[src/rtl/stack_op_sequencer_if.sv]
// Command/result and stack-strobe bundle between the control unit, the
// sequencer and the LIFO stack.
interface stack_op_sequencer_if #(
    parameter int DW    = 8,
    parameter int DEPTH = 256
);
    localparam int DPW = $clog2(DEPTH) + 1;

    logic           cmd_valid;
    logic           cmd_ready;
    logic [2:0]     cmd_op;
    logic [DW-1:0]  cmd_imm;
    logic           res_valid;
    logic [DW-1:0]  res_data;
    logic           err;
    logic [DPW-1:0] depth;
    logic           stk_push;
    logic           stk_pop;
    logic           stk_tos;
    logic [DW-1:0]  stk_din;
    logic [DW-1:0]  stk_dout;

    // master: the sequencer itself
    modport master (
        input  cmd_valid, cmd_op, cmd_imm, stk_dout,
        output cmd_ready, res_valid, res_data, err, depth,
               stk_push, stk_pop, stk_tos, stk_din
    );

    // slave: control unit plus stack seen from the other side
    modport slave (
        output cmd_valid, cmd_op, cmd_imm, stk_dout,
        input  cmd_ready, res_valid, res_data, err, depth,
               stk_push, stk_pop, stk_tos, stk_din
    );
endinterface

[src/rtl/stack_op_sequencer.sv]
// Stack-machine command sequencer: turns PUSH/POP/TOS/ALU ops into stack
// strobes, tracks depth and rejects underflow/overflow before any traffic.
module stack_op_sequencer #(
    parameter int DW    = 8,
    parameter int DEPTH = 256
) (
    input  logic                 clk,
    input  logic                 rst,
    stack_op_sequencer_if.master bus
);
    localparam int DPW = $clog2(DEPTH) + 1;

    localparam logic [2:0] OP_PUSH = 3'd0;
    localparam logic [2:0] OP_POP  = 3'd1;
    localparam logic [2:0] OP_TOS  = 3'd2;
    localparam logic [2:0] OP_ADD  = 3'd3;
    localparam logic [2:0] OP_SUB  = 3'd4;
    localparam logic [2:0] OP_AND  = 3'd5;
    localparam logic [2:0] OP_NOT  = 3'd6;
    localparam logic [2:0] OP_DUP  = 3'd7;

    typedef enum logic [2:0] {
        S_IDLE, S_PUSHI, S_POPA, S_TOSA, S_POPB, S_CAPA, S_CAPB, S_PUSHR
    } state_t;

    state_t         state_q, state_d;
    logic [2:0]     op_q, op_d;
    logic [DW-1:0]  imm_q, imm_d;
    logic [DW-1:0]  opa_q, opa_d;
    logic [DW-1:0]  opb_q, opb_d;
    logic [DW-1:0]  res_data_q, res_data_d;
    logic           res_valid_q, res_valid_d;
    logic           err_q, err_d;
    logic [DPW-1:0] depth_q, depth_d;

    logic           accept, legal;
    logic           push_s, pop_s, tos_s, ready_s;
    logic [DW-1:0]  din_s, alu_s;

    assign accept = bus.cmd_valid && ready_s;

    // Legality is judged on the depth seen at acceptance, before any strobe.
    always_comb begin
        legal = 1'b1;
        case (bus.cmd_op)
            OP_PUSH:                legal = (depth_q != DPW'(DEPTH));
            OP_POP, OP_TOS, OP_NOT: legal = (depth_q != '0);
            OP_ADD, OP_SUB, OP_AND: legal = (depth_q >= DPW'(2));
            OP_DUP:                 legal = (depth_q != '0) && (depth_q != DPW'(DEPTH));
        endcase
    end

    always_ff @(posedge clk or posedge rst) begin
        if (rst) begin
            state_q     <= S_IDLE;
            op_q        <= '0;
            imm_q       <= '0;
            opa_q       <= '0;
            opb_q       <= '0;
            res_data_q  <= '0;
            res_valid_q <= 1'b0;
            err_q       <= 1'b0;
            depth_q     <= '0;
        end else begin
            state_q     <= state_d;
            op_q        <= op_d;
            imm_q       <= imm_d;
            opa_q       <= opa_d;
            opb_q       <= opb_d;
            res_data_q  <= res_data_d;
            res_valid_q <= res_valid_d;
            err_q       <= err_d;
            depth_q     <= depth_d;
        end
    end

    always_comb begin
        state_d = state_q;
        case (state_q)
            S_IDLE: begin
                if (accept && legal) begin
                    case (bus.cmd_op)
                        OP_PUSH:        state_d = S_PUSHI;
                        OP_TOS, OP_DUP: state_d = S_TOSA;
                        default:        state_d = S_POPA;
                    endcase
                end
            end
            S_PUSHI: state_d = S_IDLE;
            S_POPA:  state_d = (op_q == OP_ADD || op_q == OP_SUB || op_q == OP_AND)
                               ? S_POPB : S_CAPA;
            S_TOSA:  state_d = S_CAPA;
            S_POPB:  state_d = S_CAPB;
            S_CAPA:  state_d = (op_q == OP_POP || op_q == OP_TOS) ? S_IDLE : S_PUSHR;
            S_CAPB:  state_d = S_PUSHR;
            S_PUSHR: state_d = S_IDLE;
        endcase
    end

    // stk_dout reflects the access of the previous cycle, so operands are
    // captured one state after the strobe that fetched them.
    always_comb begin
        op_d        = op_q;
        imm_d       = imm_q;
        opa_d       = opa_q;
        opb_d       = opb_q;
        res_data_d  = res_data_q;
        res_valid_d = 1'b0;
        err_d       = err_q;
        if (accept) begin
            op_d  = bus.cmd_op;
            imm_d = bus.cmd_imm;
            if (!legal) err_d = 1'b1;
        end
        if (state_q == S_POPB || (state_q == S_CAPA && (op_q == OP_NOT || op_q == OP_DUP)))
            opa_d = bus.stk_dout;
        if (state_q == S_CAPB)
            opb_d = bus.stk_dout;
        if (state_q == S_CAPA && (op_q == OP_POP || op_q == OP_TOS)) begin
            res_data_d  = bus.stk_dout;
            res_valid_d = 1'b1;
        end
        depth_d = depth_q + (push_s ? DPW'(1) : '0) - (pop_s ? DPW'(1) : '0);
    end

    always_comb begin
        case (op_q)
            OP_ADD:  alu_s = opb_q + opa_q;
            OP_SUB:  alu_s = opb_q - opa_q;
            OP_AND:  alu_s = opb_q & opa_q;
            OP_NOT:  alu_s = ~opa_q;
            default: alu_s = opa_q;
        endcase
    end

    always_comb begin
        ready_s = (state_q == S_IDLE);
        push_s  = (state_q == S_PUSHI) || (state_q == S_PUSHR);
        pop_s   = (state_q == S_POPA) || (state_q == S_POPB);
        tos_s   = (state_q == S_TOSA);
        din_s   = '0;
        if (state_q == S_PUSHI)      din_s = imm_q;
        else if (state_q == S_PUSHR) din_s = alu_s;
    end

    assign bus.cmd_ready = ready_s;
    assign bus.stk_push  = push_s;
    assign bus.stk_pop   = pop_s;
    assign bus.stk_tos   = tos_s;
    assign bus.stk_din   = din_s;
    assign bus.res_valid = res_valid_q;
    assign bus.res_data  = res_data_q;
    assign bus.err       = err_q;
    assign bus.depth     = depth_q;
endmodule

[src/flat_wrapper.sv]
// flat-port wrapper written by rule: the top's interface ports become plain ports
module stack_op_sequencer_flat 
#(
    parameter int DW    = 8,
    parameter int DEPTH = 256
)
  (clk, rst, bus_cmd_valid, bus_cmd_op, bus_cmd_imm, bus_stk_dout, bus_cmd_ready, bus_res_valid, bus_res_data, bus_err, bus_depth, bus_stk_push, bus_stk_pop, bus_stk_tos, bus_stk_din);
  stack_op_sequencer_if #(.DW(DW), .DEPTH(DEPTH)) bus_i ();
  input  logic clk;
  input  logic rst;
  input wire logic [$bits(bus_i.cmd_valid)-1:0] bus_cmd_valid;
  input wire logic [$bits(bus_i.cmd_op)-1:0] bus_cmd_op;
  input wire logic [$bits(bus_i.cmd_imm)-1:0] bus_cmd_imm;
  input wire logic [$bits(bus_i.stk_dout)-1:0] bus_stk_dout;
  output wire logic [$bits(bus_i.cmd_ready)-1:0] bus_cmd_ready;
  output wire logic [$bits(bus_i.res_valid)-1:0] bus_res_valid;
  output wire logic [$bits(bus_i.res_data)-1:0] bus_res_data;
  output wire logic [$bits(bus_i.err)-1:0] bus_err;
  output wire logic [$bits(bus_i.depth)-1:0] bus_depth;
  output wire logic [$bits(bus_i.stk_push)-1:0] bus_stk_push;
  output wire logic [$bits(bus_i.stk_pop)-1:0] bus_stk_pop;
  output wire logic [$bits(bus_i.stk_tos)-1:0] bus_stk_tos;
  output wire logic [$bits(bus_i.stk_din)-1:0] bus_stk_din;
  assign bus_i.cmd_valid = bus_cmd_valid;
  assign bus_i.cmd_op = bus_cmd_op;
  assign bus_i.cmd_imm = bus_cmd_imm;
  assign bus_i.stk_dout = bus_stk_dout;
  assign bus_cmd_ready = bus_i.cmd_ready;
  assign bus_res_valid = bus_i.res_valid;
  assign bus_res_data = bus_i.res_data;
  assign bus_err = bus_i.err;
  assign bus_depth = bus_i.depth;
  assign bus_stk_push = bus_i.stk_push;
  assign bus_stk_pop = bus_i.stk_pop;
  assign bus_stk_tos = bus_i.stk_tos;
  assign bus_stk_din = bus_i.stk_din;
  stack_op_sequencer #(.DW(DW), .DEPTH(DEPTH)) u_core (.clk(clk), .rst(rst), .bus(bus_i));
endmodule
[config.mk]
export PLATFORM = sky130hd
export DESIGN_NAME = stack_op_sequencer_flat
export DESIGN_NICKNAME = d
export VERILOG_FILES = /design/src/rtl/stack_op_sequencer_if.sv /design/src/rtl/stack_op_sequencer.sv /design/src/flat_wrapper.sv
export SDC_FILE = /design/constraint.sdc
export NUM_CORES = 1
export LEC_CHECK = 0
export CAP_MARGIN = 5
export CORE_MARGIN = 4
export CORE_UTILIZATION = 35
export CTS_CLUSTER_SIZE = 24
export DETAILED_ROUTE_END_ITERATION = 7
export DONT_BUFFER_PORTS = 1
export HOLD_SLACK_MARGIN = 0.1
export PLACE_DENSITY = 0.49
export SETUP_SLACK_MARGIN = 0.02
export SLEW_MARGIN = 20
export SYNTH_ARGS = -nofsm -noshare
export SYNTH_HDL_FRONTEND = slang
export SYNTH_SLANG_ARGS = --single-unit
[constraint.sdc]
create_clock -name clk -period 4.6 [get_ports clk]
set_input_delay 0.46 -clock clk [delete_from_list [all_inputs] [get_ports clk]]
set_output_delay 0.46 -clock clk [all_outputs]
set_load 0.05 [all_outputs]
==> out/qor.yml <==
critical_path:
  critPathTopFamily: "compound AO/OA/AOI/OAI gates"
  reg2reg_from: "u_core.state_q[0]$_DFFE_PP0P_"
  cp.buffers_inverters: 0
  r2r-end: "u_core.bus.depth[8]$_DFF_PP0_"
  r2r_slack_ns: 1.24
  crit_required_ns: 4.14
  cp-start-kind: "register"
  slowest_delay_ns: 0.66
  path_depth: 8
  crit_chain: "nor3b_4 -> mux2_2 -> fa_1 -> xor2_1 -> nand2b_1 -> a21oi_1 -> a211oi_1 -> a22o_1"
  path_class: "reg -> out"
  r2r_cells: 10
  worst_path_max_delay_cell: "dfrtp_1"
  cp_max_fo: 22
  crit_arrival_ns: 3.31
  end_kind: "output pin"
yosys:
  synth_nets: 380
  async_reset_ff_frac: 1.00
  synthDistinctLibCells: 52
  synth_compound_area_frac: 0.153
  synth-edff-count: 0
  ys.flop_type: "dfrtp_1"
  synth-adder-area-share: 0.116
  synthSimpleGateAreaFrac: 0.132
  synth_area_mm2: 0.00327
  yosys_warnings: 0
  yosys-mux-area-fraction: 0.120
  synth_cells: 329
  syn_area_per_cell_um2: 9.93
  synth-xor-area-share: 0.0563
  synth_top_family_by_area: "compound AO/OA/AOI/OAI gates"
  ys_seq_area_frac: 0.375
  yosys_register_bits: 49
finish:
  mostFrequentLayoutCell: "dfrtp_1"
  finalCoreUtilization: 0.393
  antenna_cells: 0
  layout-drive-gt1-share: 0.180
  area_growth_pct: 6.93
  most-common-layout-cells: "49 x dfrtp_1, 34 x mux2_2, 27 x o21ai_0, 27 x ha_1, 25 x nor2_1"
  finish.instance_area_mm2: 0.00349
  nets: 383
  instances_no_fill: 441
timing:
  period_needed_ns: 3.77
  rsz0062_at_grt: "false"
  fin_crit_sh: 0.819
  worstMarginPinSlew_ns: 0.934
  finalClockSkew_ns: 0.0145
  maxClockFrequency_mhz: 266
  drv_slew: 0
  max_slew_margin: 0.375
  setup_viol: 0
  hold_viol: 0
  fin_tns_setup_ns: 0
routing:
  vias_per_cell: 5.32
  first_pass_iters: 4
  avgRoutedWirePerCell_um: 16.7
  wirelength_mm: 7.37
  drc: 0
  drt_iter0_drc: 63
  via_count: 2348
  final_antenna_net_count: 0
floorplan:
  initial_utilization: 0.368
  dieArea_mm2: 0.0109
  die_y_um: 105
  core_mm2: 0.00889
  num_rows: 34
  die_w_um: 105
  boundaryPins: 53
clocking:
  cts_hold_buffers: 0
  clock_sinks: 49
  cts_buffers: 5
  htreeDepth: 2
  clk_latency_ns: 0.32
  cts_max_path_buffers: 2
  cts_resized: 0
  cts_tree: "built"
  post-cts-setup-buffer-count: 0
  cts-root-buf: "clkbuf_8"
  cts.reportedPaths.clkPinSlew_ns: 0.11
global_routing:
  grt_usage: 0.136
  met2_usage: 0.203
  grt_pass1_vias: 2333
  grt_pass1_wl_mm: 12.2
  antenna_found_initial: 0
  grt_use_met3: 0.0339
  grt-ovfl-total: 0
  grt.busiest_layer: "met2"
  grtUsageMet1: 0.197
  grt_max_degree: 50
flow_run:
  drv_cap: 0
run_status:
  outcome: "completed"
placement:
  place_congestion: 0.878
  post_dp_cell_area_mm2: 0.00340
  port_buffers: 0
  placedCellCount: 433
  hpwlAfterDp_mm: 5.48
worst_hold_path:
  hp-class: "in -> async"
registers in the layout, summed over array words and instances, names as in the netlist:
signal and cells:
u_core.bus.depth 9, u_core.bus.err 1, u_core.bus.res_data 8, u_core.bus.res_valid 1, u_core.imm_q 8, u_core.op_q 3
u_core.opa_q 8, u_core.opb_q 8, u_core.state_q 3
cell type report:
type / count / area [µm²]
timing repair buffer: 7 / 52.6
multi-input combinational: 246 / 1900
sequential: 49 / 1230
clock inverter: 3 / 28.8
inverter: 23 / 86.3
tap: 108 / 135
clock buffer: 5 / 68.8
fill: 895 / 5400
worst reg2reg max path: cells and delay by family (launching register included):
family	cells	cell delay (ns)
DFF	1	0.55
adders and majority gates	2	0.68
xor gates and xnor gates	1	0.13
buffers and inverters	1	0.06
AOI/OAI and AO/OA	4	0.70
and+or+nand+nor	2	1.18
per-stage QoR:
| step | worst slack, ns | hold slack (ns) |
|---|---|---|
| 4_1_cts | 0.844 | 0.212 |
| 6_report | 0.835 | 0.177 |
| 2_1_floorplan | 0.819 | 0.480 |
| 5_1_grt | 0.643 | 0.227 |
| 3_5_place_dp | 1.18 | 0.498 |
| 3_3_place_gp | 1.22 | 0.498 |
cells by family (layout without fill, tap and decap cells):
group	after synthesis	in the layout
buf+inv	34	38
flops	49	49
mux	35	35
simple gates	82	82
fa+ha+maj	29	29
compound gates	79	79
xor+xnor	21	21
layer usage:
layer  vias up  share of wire
li1       1163              -
met4         0         0.0096
met2        46           0.42
met3         7          0.045
met5         -              0
met1      1132           0.52
cell usage after synthesis (all sizes together), types with 2 or more instances:
| library cell | count | area share |
|---|---|---|
| dfrtp | 49 | 0.38 |
| mux2 | 34 | 0.12 |
| o21ai | 29 | 0.044 |
| ha | 27 | 0.10 |
| nor2 | 26 | 0.031 |
| inv | 23 | 0.026 |
| a21oi | 20 | 0.032 |
| nand2 | 18 | 0.021 |
| xnor2 | 15 | 0.040 |
| buf | 10 | 0.020 |
| nand2b | 9 | 0.017 |
| nor3 | 6 | 0.0092 |
| xor2 | 6 | 0.016 |
| a211oi | 5 | 0.011 |
| nand3 | 4 | 0.0061 |
| a22o | 3 | 0.0080 |
| a2bb2oi | 3 | 0.010 |
| nor3b | 3 | 0.012 |
| o21a | 3 | 0.0069 |
| o31ai | 3 | 0.0069 |
| a21o | 2 | 0.0046 |
| a221oi | 2 | 0.0054 |
| and2 | 2 | 0.0042 |
| and3b | 2 | 0.0054 |
| fa | 2 | 0.012 |
| nand3b | 2 | 0.0046 |
| nor2b | 2 | 0.0038 |
| nor4 | 2 | 0.0038 |
| o211ai | 2 | 0.0046 |
| o221ai | 2 | 0.0054 |
worst max path at each step:
stage | from | to | slack, ns
after detailed placement | u_core.op_q[1]$_DFFE_PP0P_ | bus_stk_din[2] | 1.18
final | u_core.op_q[1]$_DFFE_PP0P_ | bus_stk_din[2] | 0.83
after global placement | u_core.op_q[1]$_DFFE_PP0P_ | bus_stk_din[2] | 1.22
after global routing | u_core.op_q[1]$_DFFE_PP0P_ | bus_stk_din[1] | 0.64
after floorplan | u_core.op_q[1]$_DFFE_PP0P_ | bus_stk_din[6] | 0.82
after CTS | u_core.op_q[1]$_DFFE_PP0P_ | bus_stk_din[2] | 0.84
Power is not shown: default switching activity piles up to over one toggle a cycle in this logic, so the estimate is an artifact.
==> RTL edit (same flow settings) <==
The 8 states of `state_t` get a one-hot encoding in 8 bits.
--- a/src/rtl/stack_op_sequencer.sv
+++ b/src/rtl/stack_op_sequencer.sv
@@ -21,4 +21,4 @@
 
-    typedef enum logic [2:0] {
-        S_IDLE, S_PUSHI, S_POPA, S_TOSA, S_POPB, S_CAPA, S_CAPB, S_PUSHR
+    typedef enum logic [7:0] {
+        S_IDLE = 8'b00000001, S_PUSHI = 8'b00000010, S_POPA = 8'b00000100, S_TOSA = 8'b00001000, S_POPB = 8'b00010000, S_CAPA = 8'b00100000, S_CAPB = 8'b01000000, S_PUSHR = 8'b10000000
     } state_t;
Formal check against the unedited RTL: no difference found for any inputs over 10 cycles, from zero or initial values and one cycle with rst high; not proved beyond that.
==> RTL edit against the unedited design <==
- area after synthesis up 11%
- utilization about the same
- worst hold slack better by 58 ps
- critical endpoint is now bus_stk_din[4]
- wire length up 23%
- final area up 12%
- critical path type unchanged
- sequential cell count up 5
- worst setup slack better by 52 ps
- highest routed layer unchanged
Power is not shown: default switching activity piles up to over one toggle a cycle in this logic, so the estimate is an artifact.
==> RTL edit: results (changes against the unedited design) <==
status: complete, no violations
detailed placement HPWL: 6850 um (+25%)
post-CTS resize count: 0 (unchanged)
Clock transition at path regs: 100 ps
Post-synth EDFFs: 0 (unchanged)
clk buf depth: 2 (unchanged)
Async SR Flop Fraction: 100% (unchanged)
worst clock skew: 8.67 ps (-5.79 ps)
initial antenna violation count: 0 (unchanged)
clk_lat worst skew: 310 ps
layout cells sized above 1: 10.0% (-8.0 points)
class of the worst hold path: in2async
Post-CTS Setup Repair Bufs: 0 (unchanged)
total number of yosys warnings: 0 (unchanged)
Yosys cell types: 62 (+19%)
WL final: 9070 um (+23%)
GPL Wtd Cong: 0.821 (-6.4%)
worst slack at placement: 1250 ps (+64.5 ps)
post-synthesis sequential area ratio: 37.2% (-0.35 points)
Area contributors post-synth: dfrtp_1 (36%), ha_1 (9.3%), mux2_1 (5.3%)
root buf cell: clkbuf_8
DR vias: 2772 (+18%)
crit path DAT: 3250 ps (-60 ps)
R2R Setup Slk: 1380 ps (+140 ps)
max reg flops: 9 (unchanged)
H-tree levels: 2 (unchanged)
initial DRC count: 139 (+120%)
antenna cells: 0 (unchanged)
Syn Nets: 426 (+12%)
drt pass-1 iters: 4 (unchanged)
count of input and output buffers: 0 (unchanged)
max_slew headroom: 30.9% (-6.6 points)
GR Util All Layers: 15.8% (+2.2 points)
hold slack: 236 ps (+58.4 ps)
top post-synthesis cells by count: dfrtp_1 (53), nand2_1 (36), ha_1 (27), inv_1 (25), nor2_1 (22)
CTS Buf Count: 5 (unchanged)
Worst Path Max Fanout: 8 (-64%)
largest net degree at the start of global routing: 55 (+10%)
first-pass GRT wire length: 14700 um (+21%)
r2r endpoint: u_core.bus.depth[8]$_DFF_PP0_
R2R Path Start: u_core.state_q[7]$_DFFE_PP0P_
worst reg2reg path depth: 13 (+3)
-- RTL edit: cell count changes after synthesis, moves of 5 or more --
cell	before	now
o21ai_0	28	17
mux2_2	34	8
nor2b_1	2	7
nand2_1	18	36
mux2_1	0	17
clkbuf_1	1	8
nand2b_1	9	3
-- RTL edit: worst max path at each step --
stage | startpoint | endpoint | slack, ps | depth (start not counted)
3_5_place_dp | u_core.op_q[1]$_DFFE_PP0P_ | bus_stk_din[4] | 1250 | 9
6_report | u_core.op_q[1]$_DFFE_PP0P_ | bus_stk_din[4] | 890 | 9
2_1_floorplan | u_core.op_q[1]$_DFFE_PP0P_ | bus_stk_din[6] | 770 | 9
5_1_grt | u_core.op_q[1]$_DFFE_PP0P_ | bus_stk_din[4] | 730 | 9
3_3_place_gp | u_core.op_q[1]$_DFFE_PP0P_ | bus_stk_din[4] | 1300 | 9
4_1_cts | u_core.op_q[1]$_DFFE_PP0P_ | bus_stk_din[4] | 890 | 9
-- RTL edit: worst max-delay path, cell delays in order (launching register included) --
cell and delay [ps]:
dfrtp_1 400, nor3b_2 480, nor2_1 110, xnor2_1 150
ha_1 350, nor2b_1 180, o31a_1 290, or3_1 310
o211ai_1 180, a41o_1 520
-- RTL edit: kinds of logic (layout without fill, tap and decap cells) --
group	Yosys count	count (layout)	synth area share [%]
compound gates	90	90	16.6
xor+xnor	20	20	4.81
fa+ha+maj	29	29	10.4
buf+inv	39	43	4.44
flops	54	54	37.2
mux	26	26	8.01
simple gates	117	117	18.6
-- RTL edit: routing by layer --
layer / global-route usage, % / vias to the layer above / share of wire [%]
li1: - / 1353 / -
met5: 0 / - / 0
met3: 2.99 / 8 / 5.6
met1: 23.1 / 1340 / 49
met2: 23.3 / 71 / 44
met4: 4.81 / 0 / 1.3
-- RTL edit: per-stage QoR --
stage | cells | utilization (%) | cell area, um^2
final | 512 | 39.3 | 3910
after global routing | 512 | 39.3 | 3910
after CTS | 512 | 39.3 | 3910
after detailed placement | 504 | 38.4 | 3820
after global placement | 504 | 38.4 | 3820
after floorplan | 375 | - | 3640
-- RTL edit: area by class of cell --
cell class | count | area, um^2
fill | 1009 | 6040
multi-input combinational | 282 | 2130
sequential | 54 | 1350
tap | 133 | 166
inverter | 26 | 97.6
clock buffer | 7 | 86.3
timing repair buffer | 9 | 67.6
clock inverter | 1 | 5.00
